`src/rtl/traffic_light_monitor_if.sv`:
```
// Bus between the traffic-light controller output and its passive monitor.
// The master drives the light code; the slave (monitor) returns the decoded status.
interface traffic_light_monitor_if #(
   parameter int unsigned DW = 32
) ();
   logic [2:0]    light;
   logic [1:0]    phase;
   logic          phase_valid;
   logic [DW-1:0] dwell;
   logic          err_seq;
   logic          err_time;
   logic          err_code;
   logic          err_sticky;
   logic [15:0]   cycle_count;

   modport master (
      output light,
      input  phase, phase_valid, dwell, err_seq, err_time, err_code, err_sticky, cycle_count
   );

   modport slave (
      input  light,
      output phase, phase_valid, dwell, err_seq, err_time, err_code, err_sticky, cycle_count
   );
endinterface

```
`src/rtl/traffic_light_monitor.sv`:
```
// Passive traffic-light monitor: decodes the light bus into phases and checks
// phase order, per-phase dwell time and code legality.
module traffic_light_monitor #(
   parameter int unsigned CLK_FREQ    = 1,
   parameter int unsigned RED_S       = 60,
   parameter int unsigned RED_AMBER_S = 2,
   parameter int unsigned GREEN_S     = 50,
   parameter int unsigned AMBER_S     = 3,
   parameter int unsigned TOL         = 0,
   parameter int unsigned DW          = 32
) (
   input  logic                     clk,
   input  logic                     rst_n,
   traffic_light_monitor_if.slave   io
);

   typedef enum logic [1:0] {
      PH_RED       = 2'd0,
      PH_RED_AMBER = 2'd1,
      PH_GREEN     = 2'd2,
      PH_AMBER     = 2'd3
   } phase_t;

   typedef enum logic {
      ST_SYNC   = 1'b0,
      ST_LOCKED = 1'b1
   } state_t;

   // 64-bit arithmetic so board-rate CLK_FREQ products do not overflow
   localparam logic [63:0] E_RED       = 64'(RED_S)       * 64'(CLK_FREQ) + 64'd1;
   localparam logic [63:0] E_RED_AMBER = 64'(RED_AMBER_S) * 64'(CLK_FREQ) + 64'd1;
   localparam logic [63:0] E_GREEN     = 64'(GREEN_S)     * 64'(CLK_FREQ) + 64'd1;
   localparam logic [63:0] E_AMBER     = 64'(AMBER_S)     * 64'(CLK_FREQ) + 64'd1;
   localparam logic [63:0] TOL64       = 64'(TOL);

   function automatic logic [63:0] f_exp(input phase_t p);
      case (p)
         PH_RED:       return E_RED;
         PH_RED_AMBER: return E_RED_AMBER;
         PH_GREEN:     return E_GREEN;
         default:      return E_AMBER;
      endcase
   endfunction

   state_t        r_state;
   phase_t        r_phase;
   logic          r_phase_valid;
   logic [2:0]    r_cur;
   logic [DW-1:0] r_dwell;
   logic          r_timed_out;
   logic          r_err_seq;
   logic          r_err_time;
   logic          r_err_code;
   logic          r_err_sticky;
   logic [15:0]   r_cycle_count;

   logic          w_defined;
   phase_t        w_dec;
   logic          w_change;
   logic [DW-1:0] w_dwell_inc;
   logic [63:0]   w_exp;
   logic [63:0]   w_lo;
   logic [63:0]   w_hi;
   logic [63:0]   w_d64;
   logic [63:0]   w_inc64;

   always_comb begin
      w_defined = 1'b1;
      w_dec     = PH_RED;
      case (io.light)
         3'b100:  w_dec = PH_RED;
         3'b110:  w_dec = PH_RED_AMBER;
         3'b001:  w_dec = PH_GREEN;
         3'b010:  w_dec = PH_AMBER;
         default: w_defined = 1'b0;
      endcase
   end

   always_comb begin
      w_change    = (io.light != r_cur);
      w_dwell_inc = (r_dwell == '1) ? r_dwell : r_dwell + DW'(1);
      w_exp       = f_exp(r_phase);
      // Lower bound clamps to 1 when the tolerance swallows the whole window
      w_lo        = (w_exp > TOL64) ? (w_exp - TOL64) : 64'd1;
      w_hi        = w_exp + TOL64;
      w_d64       = 64'(r_dwell);
      w_inc64     = 64'(w_dwell_inc);
   end

   always_ff @(posedge clk or negedge rst_n) begin
      if (!rst_n) begin
         r_state       <= ST_SYNC;
         r_phase       <= PH_RED;
         r_phase_valid <= 1'b0;
         r_cur         <= '0;
         r_dwell       <= '0;
         r_timed_out   <= 1'b0;
         r_err_seq     <= 1'b0;
         r_err_time    <= 1'b0;
         r_err_code    <= 1'b0;
         r_err_sticky  <= 1'b0;
         r_cycle_count <= '0;
      end else begin
         r_err_seq  <= 1'b0;
         r_err_time <= 1'b0;
         r_err_code <= 1'b0;

         if (w_change) begin
            r_cur   <= io.light;
            r_dwell <= DW'(1);
         end else begin
            r_dwell <= w_dwell_inc;
         end

         case (r_state)
            ST_SYNC: begin
               if (w_change && w_defined) begin
                  r_state       <= ST_LOCKED;
                  r_phase       <= w_dec;
                  r_phase_valid <= 1'b1;
                  r_timed_out   <= 1'b0;
               end
            end
            default: begin
               // A locked cur is always defined, so an undefined sample is always a change
               if (!w_defined) begin
                  r_err_code    <= 1'b1;
                  r_err_sticky  <= 1'b1;
                  r_state       <= ST_SYNC;
                  r_phase_valid <= 1'b0;
               end else if (w_change) begin
                  if (w_dec != phase_t'(r_phase + 2'd1)) begin
                     r_err_seq     <= 1'b1;
                     r_err_sticky  <= 1'b1;
                     r_state       <= ST_SYNC;
                     r_phase_valid <= 1'b0;
                  end else begin
                     if (!r_timed_out && ((w_d64 < w_lo) || (w_d64 > w_hi))) begin
                        r_err_time   <= 1'b1;
                        r_err_sticky <= 1'b1;
                     end
                     r_phase     <= w_dec;
                     r_timed_out <= 1'b0;
                     if (r_phase == PH_AMBER)
                        r_cycle_count <= r_cycle_count + 16'd1;
                  end
               end else if (!r_timed_out && (w_inc64 == w_hi + 64'd1)) begin
                  r_err_time   <= 1'b1;
                  r_err_sticky <= 1'b1;
                  r_timed_out  <= 1'b1;
               end
            end
         endcase
      end
   end

   assign io.phase       = r_phase;
   assign io.phase_valid = r_phase_valid;
   assign io.dwell       = r_dwell;
   assign io.err_seq     = r_err_seq;
   assign io.err_time    = r_err_time;
   assign io.err_code    = r_err_code;
   assign io.err_sticky  = r_err_sticky;
   assign io.cycle_count = r_cycle_count;

endmodule

```
`src/flat_wrapper.sv`:
```
// flat-port wrapper written by rule: the top's interface ports become plain ports
module traffic_light_monitor_flat 
#(
   parameter int unsigned CLK_FREQ    = 1,
   parameter int unsigned RED_S       = 60,
   parameter int unsigned RED_AMBER_S = 2,
   parameter int unsigned GREEN_S     = 50,
   parameter int unsigned AMBER_S     = 3,
   parameter int unsigned TOL         = 0,
   parameter int unsigned DW          = 32
)
  (clk, rst_n, io_light, io_phase, io_phase_valid, io_dwell, io_err_seq, io_err_time, io_err_code, io_err_sticky, io_cycle_count);
  traffic_light_monitor_if #(.DW(DW)) io_i ();
  input  logic clk;
  input  logic rst_n;
  input wire logic [$bits(io_i.light)-1:0] io_light;
  output wire logic [$bits(io_i.phase)-1:0] io_phase;
  output wire logic [$bits(io_i.phase_valid)-1:0] io_phase_valid;
  output wire logic [$bits(io_i.dwell)-1:0] io_dwell;
  output wire logic [$bits(io_i.err_seq)-1:0] io_err_seq;
  output wire logic [$bits(io_i.err_time)-1:0] io_err_time;
  output wire logic [$bits(io_i.err_code)-1:0] io_err_code;
  output wire logic [$bits(io_i.err_sticky)-1:0] io_err_sticky;
  output wire logic [$bits(io_i.cycle_count)-1:0] io_cycle_count;
  assign io_i.light = io_light;
  assign io_phase = io_i.phase;
  assign io_phase_valid = io_i.phase_valid;
  assign io_dwell = io_i.dwell;
  assign io_err_seq = io_i.err_seq;
  assign io_err_time = io_i.err_time;
  assign io_err_code = io_i.err_code;
  assign io_err_sticky = io_i.err_sticky;
  assign io_cycle_count = io_i.cycle_count;
  traffic_light_monitor #(.CLK_FREQ(CLK_FREQ), .RED_S(RED_S), .RED_AMBER_S(RED_AMBER_S), .GREEN_S(GREEN_S), .AMBER_S(AMBER_S), .TOL(TOL), .DW(DW)) u_core (.clk(clk), .rst_n(rst_n), .io(io_i));
endmodule
```
`config.mk`:
```
export PLATFORM = sky130hd
export DESIGN_NAME = traffic_light_monitor_flat
export DESIGN_NICKNAME = d
export VERILOG_FILES = /design/src/rtl/traffic_light_monitor_if.sv /design/src/rtl/traffic_light_monitor.sv /design/src/flat_wrapper.sv
export SDC_FILE = /design/constraint.sdc
export NUM_CORES = 1
export LEC_CHECK = 0
export ABC_CLOCK_PERIOD_IN_PS = 4340
export CELL_PAD_IN_SITES_DETAIL_PLACEMENT = 0
export CELL_PAD_IN_SITES_GLOBAL_PLACEMENT = 1
export CORE_ASPECT_RATIO = 1.5
export CORE_UTILIZATION = 37
export CTS_BUF_LIST = sky130_fd_sc_hd__clkbuf_4
export DETAILED_ROUTE_END_ITERATION = 8
export GPL_TIMING_DRIVEN = 0
export PLACE_DENSITY = 0.85
export SLEW_MARGIN = 20
export SYNTH_ARGS = -nofsm -noshare
export SYNTH_HDL_FRONTEND = slang
export SYNTH_SLANG_ARGS = --single-unit
```
`constraint.sdc`:
```
create_clock -name clk -period 4.34 [get_ports clk]
set_input_delay 1.302 -clock clk [delete_from_list [all_inputs] [get_ports clk]]
set_output_delay 1.302 -clock clk [all_outputs]
set_load 0.01 [all_outputs]
```
==> impl_results.md, run 1 <==
- Root Buffer: clkbuf_4
- Die X: 87.2 um
- CTS max path bufs: 2
- DR pass1 iterations: 7
- Top cells by count, synth: dfrtp_1 (60), nor2_1 (40), nand2_1 (31)
- CP Capture Type: flip-flop
- Core area: 10,600 um^2
- Nets: 541
- Worst setup path category: flip-flop to flip-flop
- Final setup vio count: 0
- CTS Buf Count: 9
- Cell variety after synth: 57
- Post-Syn Area per Cell: 8.92 um^2
- FF-to-FF setup slack: 0.33 ns
- Total wire length after detailed routing: 11.3 mm
- Die height: 130 um
- WL per Instance: 16.9 um
- GRT Overall Usage: 0.212
- Post-synth top area share: 0.373
- Top cell type by total area after synthesis: dfrtp_1
- Synth Instances: 452
- Fmax: 249 MHz
- Dpl ws: 0.402 ns
- Post-synth EDFFs: 0
- Routability cong.: 0.902
- Share of cells above drive strength 1: 0.0706
- Post-synthesis register bit count: 60
- P per Cell Area: 317 nW/um^2
- Post-DRT Antenna Nets: 0
- Crit-path max FO: 10
- Total power: 1.57 mW
- Global-route wire length before repair: 18.3 mm
- Post-DP HPWL: 8.52 mm
- Largest net degree at the start of global routing: 34
- Initial Utilization: 0.381
- Ys async rst share: 1.00
- Crit share post-route: 0.924
- Primary FF master, synth: dfrtp_1
- Hold Crit Class: flip-flop to flip-flop
- Aggregate global routing overflow: 0
- Full die area: 11,300 um^2
- Vias in the first global route: 3,604
- Maxcap violations: 0
- CTS hold repair buffers: 0
- Top-count cell post-synth: dfrtp_1
- Slew @ Worst Pin: 0.765 ns
- Port bufs: 56
- Seq/Total Area, Yosys: 0.373
- Reg clk slew, reported paths: 0.10 ns
- Final Hold Viols: 0
- Top post-synthesis cells by area: dfrtp_1 (37%), xnor2_1 (6.1%), ha_1 (5.0%)
- Vias: 3,738
- IO Count: 60
- Yosys warning count: 0
- Final setup margin: 0.331 ns
- Synth-to-layout area growth: 22.5%
- Synthesized cell area: 4030 um^2
- Starting DRC count in detailed routing: 256
- Slew headroom: 0.486
- Residual DRC count: 0
- Post-CTS Setup Inserts: 0
- Clock skew: 0.0214 ns
- TritonCTS clock tree: built
- RSZ-0062 raised after global routing: no
- H-tree depth: 3
- Status: completed
- Finished layout cell area: 4940 um^2
- Worst EP required: 4.69 ns
- Syn nets: 473
- Antenna violations before repair: 1
- Row Count: 46
- FILL cells: 1,088
- Clk sinks: 60
- Final Core Density: 0.466
- IR drop worst, VDD: 0.161 mV
- Placed Area: 4790 um^2
- Crit path launch type: flip-flop
- CP arrival: 4.36 ns
- Via density: 5.59
- Pleak: 1.94 nW
- Period minus WS final: 4.01 ns
- Worst-Skew Late Latency: 0.43 ns
- Slew Viols, Final: 0
- PostCTS Resize Cnt: 0
## flip-flops by register name, indices dropped and copies added, names as in the netlist
name / flops
u_core.io.err_time: 1
u_core.io.phase_valid: 1
u_core.io.err_sticky: 1
u_core.io.phase: 2
u_core.io.err_code: 1
u_core.io.cycle_count: 16
u_core.io.err_seq: 1
u_core.io.dwell: 32
u_core.r_timed_out: 1
u_core.r_cur: 3
u_core.r_state: 1
## logic make-up (layout without fill, tap and decap cells)
kind of cell,after synthesis,after routing,synth area share
multiplexers,7,7,0.0180
XOR/XNOR,43,43,0.0935
AND/OR/NAND/NOR,203,203,0.283
flip-flops,60,60,0.373
AO/OA/AOI/OAI,80,80,0.141
buffers and inverters,43,115,0.0422
adder cells (fa/ha/maj),16,16,0.0497
other,0,1,0
## critical path: stages (launching register included)
cell and delay, ns:
dfrtp_1 0.57, ha_1 0.21, clkbuf_1 0.32, nand4_1 0.25, or4_1 0.44, buf_2 0.19
a211oi_1 0.40, mux2i_1 0.25, o211ai_1 0.10, or4_1 0.54, or4_1 0.49, a21oi_1 0.15
## where the power goes
group	internal, mW	switching, mW	total, mW	leakage (nW)
sequential	0.583	0.0269	0.610	0.813
clock	0.226	0.220	0.446	0.0769
combinational	0.214	0.296	0.510	1.05
total	1.02	0.544	1.57	1.94
## per-layer routing
layer	global-route usage	vias to the layer above	routed length, um
li1	-	1783	-
met1	0.251	1809	4600
met2	0.364	115	5820
met3	0.0373	31	495
met4	0.113	0	407
met5	0	-	0
## cell type report
class                   instances  area, um^2  area share
inverters                      15        56.3      0.0114
flip-flops and latches         60        1500       0.304
well taps                     144         180      0.0365
clock buffers                   9        67.6      0.0137
multi-input cells             349        2360       0.478
diodes                          1        2.50    0.000507
repair buffers                 57         578       0.117
plain buffers                  28         114      0.0231
clock inverters                 6        80.1      0.0162
## path summary, 6_finish.rpt
check	startpoint	to	cells after the start
min in group asynchronous	rst_n	u_core.r_state	1
max reg2reg	u_core.io.dwell[1]	u_core.io.err_time	11
min	u_core.io.cycle_count[15]	u_core.io.cycle_count[15]	1
min reg2reg	u_core.io.cycle_count[15]	u_core.io.cycle_count[15]	1
max in group asynchronous	rst_n	u_core.io.dwell[6]	2
max	u_core.io.dwell[1]	u_core.io.err_time	11
## cells in the final DEF (no fill, tap or decap), types with 10 or more instances in the layout
cell              n
and4_1           10
nand2_1          31
o21ai_0          17
clkbuf_1         23
ha_1             16
inv_1            15
xnor2_1          28
clkdlybuf4s50_1  55
a21oi_1          14
nor2_1           40
nand3_1          27
dfrtp_1          60
xor2_1           15
nor3_1           18
nand4_1          13
## metrics by stage
| stage | hold slack, ns | instances | setup TNS (ns) |
|---|---|---|---|
| after global routing | 0.495 | 669 | 0 |
| final | 0.473 | 669 | 0 |
| after CTS | 0.479 | 668 | 0 |
| after detailed placement | 0.462 | 653 | 0 |
| after floorplan | 0.507 | 452 | 0 |
| after global placement | 0.463 | 652 | -1.39 |
Note: power is estimated with default switching activity, not from simulation.
==> run 2, diff against run 1 <==
--- a/config.mk
+++ b/config.mk
@@ -9,6 +9,7 @@
 export CELL_PAD_IN_SITES_DETAIL_PLACEMENT = 0
 export CELL_PAD_IN_SITES_GLOBAL_PLACEMENT = 1
 export CORE_ASPECT_RATIO = 1.5
+export CORE_MARGIN = 4
 export CORE_UTILIZATION = 37
 export CTS_BUF_LIST = sky130_fd_sc_hd__clkbuf_4
 export DETAILED_ROUTE_END_ITERATION = 8
==> run 2 against run 1 <==
- die area grew 12%
- final cell count grew 0.15%
- critical path depth is the same
- non-clock buffer count is the same
- largest cell class unchanged
- clock skew is essentially flat
- largest power group unchanged
- via count grew 0.40%
- register-to-register slack is essentially flat
- cell area is the same
- wire length grew 0.88%
- sequential cell count is the same
- first-iteration DRC count grew 2.3%
==> impl_results.md, run 2 (synthesis results as in run 1) <==
- Status: completed
- Period minus WS final: 4.00 ns
- Total wire length after detailed routing: 11.4 mm
- CTS hold repair buffers: 0
- Slew @ Worst Pin: 0.808 ns
- Clock skew: 0.0218 ns
- Crit share post-route: 0.923
- Pleak: 1.93 nW
- CP max-delay cell: dfrtp_1
- P per Cell Area: 309 nW/um^2
- Antenna violations before repair: 1
- Number of flip-flops under the largest register name: 32
- Hold Crit Class: flip-flop to flip-flop
- Residual DRC count: 0
- Starting DRC count in detailed routing: 262
- CTS max path bufs: 2
- Largest net degree at the start of global routing: 45
- Worst EP required: 4.68 ns
- Crit path launch type: flip-flop
- Maxcap violations: 0
- Global-route wire length before repair: 18.7 mm
- Worst setup path category: flip-flop to flip-flop
- Reg clk slew, reported paths: 0.10 ns
- CP startpoint: u_core.io.dwell[1]
- Row Count: 46
- Final setup vio count: 0
- Fmax: 250 MHz
- RSZ-0062 raised after global routing: no
- Slew Viols, Final: 0
- Die height: 136 um
- Root Buffer: clkbuf_4
- Delay of the slowest critical-path stage: 0.55 ns
- Full die area: 12,700 um^2
- Slew headroom: 0.459
- Most frequent cell on the critical path: or4_1
- Port bufs: 56
- FF-to-FF Start: u_core.io.dwell[1]
- Die X: 93.2 um
- Post-DRT Antenna Nets: 0
- IO Count: 60
- DR pass1 iterations: 7
- Largest delay share family, worst path: simple AND/OR/NAND/NOR gates
- Final Core Density: 0.466
- Synth-to-layout area growth: 22.5%
- Nets: 541
- GRT Overall Usage: 0.187
- Setup TNS: 0 ns
- PostCTS Resize Cnt: 0
- Most frequent cells in the layout: dfrtp_1 (60), clkdlybuf4s50_1 (55), nor2_1 (40)
- Vias in the first global route: 3,792
- Final setup margin: 0.336 ns
- TritonCTS clock tree: built
- CP bufs+invs: 2
- Commonest non-fill, non-tap cell in the layout: dfrtp_1
- Post-DP HPWL: 8.67 mm
- Clk sinks: 60
- Routability cong.: 0.919
- Worst-Skew Late Latency: 0.43 ns
- Via density: 5.60
- CP Capture Type: flip-flop
- Final Hold Viols: 0
- CP arrival: 4.34 ns
- IR drop worst, VDD: 0.149 mV
- Initial Utilization: 0.381
- H-tree depth: 3
- Crit-path max FO: 10
- Min-delay src: u_core.io.cycle_count[15]
- Cells along the critical path: ha_1 -> clkbuf_1 -> nand4_1 -> or4_1 -> buf_2 -> a211oi_1 -> mux2i_1 -> o211ai_1 -> or4_1 -> or4_1 -> a21oi_1
- Core area: 10,600 um^2
- WL per Instance: 17.1 um
- Vias: 3,753
- Finished layout cell area: 4940 um^2
- Post-CTS Setup Inserts: 0
- CTS Buf Count: 9
- Dpl ws: 0.416 ns
- Share of cells above drive strength 1: 0.0762
- Placed Area: 4800 um^2
- Aggregate global routing overflow: 0
[run 2: changes by cell type in the layout (fill, tap and decap cells not counted)]
| cell | previous run | this run |
|---|---|---|
| bufinv_16 | 2 | 1 |
| buf_12 | 1 | 0 |
| clkinv_1 | 2 | 0 |
| clkbuf_4 | 9 | 10 |
| clkinvlp_4 | 1 | 4 |
| buf_16 | 0 | 1 |
[run 2: power breakdown]
| group | total, mW | switching, mW | internal [mW] |
|---|---|---|---|
| Clock | 0.410 | 0.229 | 0.180 |
| Combinational | 0.507 | 0.292 | 0.215 |
| Sequential | 0.611 | 0.0274 | 0.583 |
[run 2: worst paths after layout]
path                                             end  slack [ns]  depth (start not counted)
setup / recovery                  u_core.io.err_time        0.34                         11
hold / removal             u_core.io.cycle_count[15]        0.47                          1
max in group asynchronous   u_core.io.cycle_count[0]        3.09                          2
setup reg to reg                  u_core.io.err_time        0.34                         11
min in group asynchronous        u_core.io.dwell[22]        0.73                          1
hold reg to reg            u_core.io.cycle_count[15]        0.47                          1
[run 2: metal layers]
metal / routed length [um] / GRT usage / vias up / part of all wire
li1: - / - / 1793 / -
met5: 0 / 0 / - / 0
met4: 397 / 0.0872 / 0 / 0.035
met3: 534 / 0.0354 / 28 / 0.047
met2: 5880 / 0.326 / 109 / 0.51
met1: 4620 / 0.222 / 1823 / 0.40
[run 2: cell type report]
| type | instances | area [um^2] |
|---|---|---|
| clock inverters | 6 | 65.1 |
| well taps | 144 | 180 |
| flip-flops and latches | 60 | 1500 |
| plain buffers | 28 | 114 |
| fillers | 1084 | 5650 |
| repair buffers | 57 | 586 |
| diodes | 1 | 2.50 |
| inverters | 15 | 56.3 |
| clock buffers | 10 | 75.1 |
| multi-input cells | 349 | 2360 |
[run 2: per-stage QoR]
| step | power [mW] | hold slack [ns] | cells |
|---|---|---|---|
| 3_3_place_gp | 1.10 | 0.463 | 652 |
| 4_1_cts | 1.54 | 0.480 | 669 |
| 6_report | 1.53 | 0.473 | 670 |
| 5_1_grt | 1.62 | 0.504 | 670 |
| 2_1_floorplan | 0.948 | 0.507 | 452 |
| 3_5_place_dp | 1.13 | 0.461 | 653 |
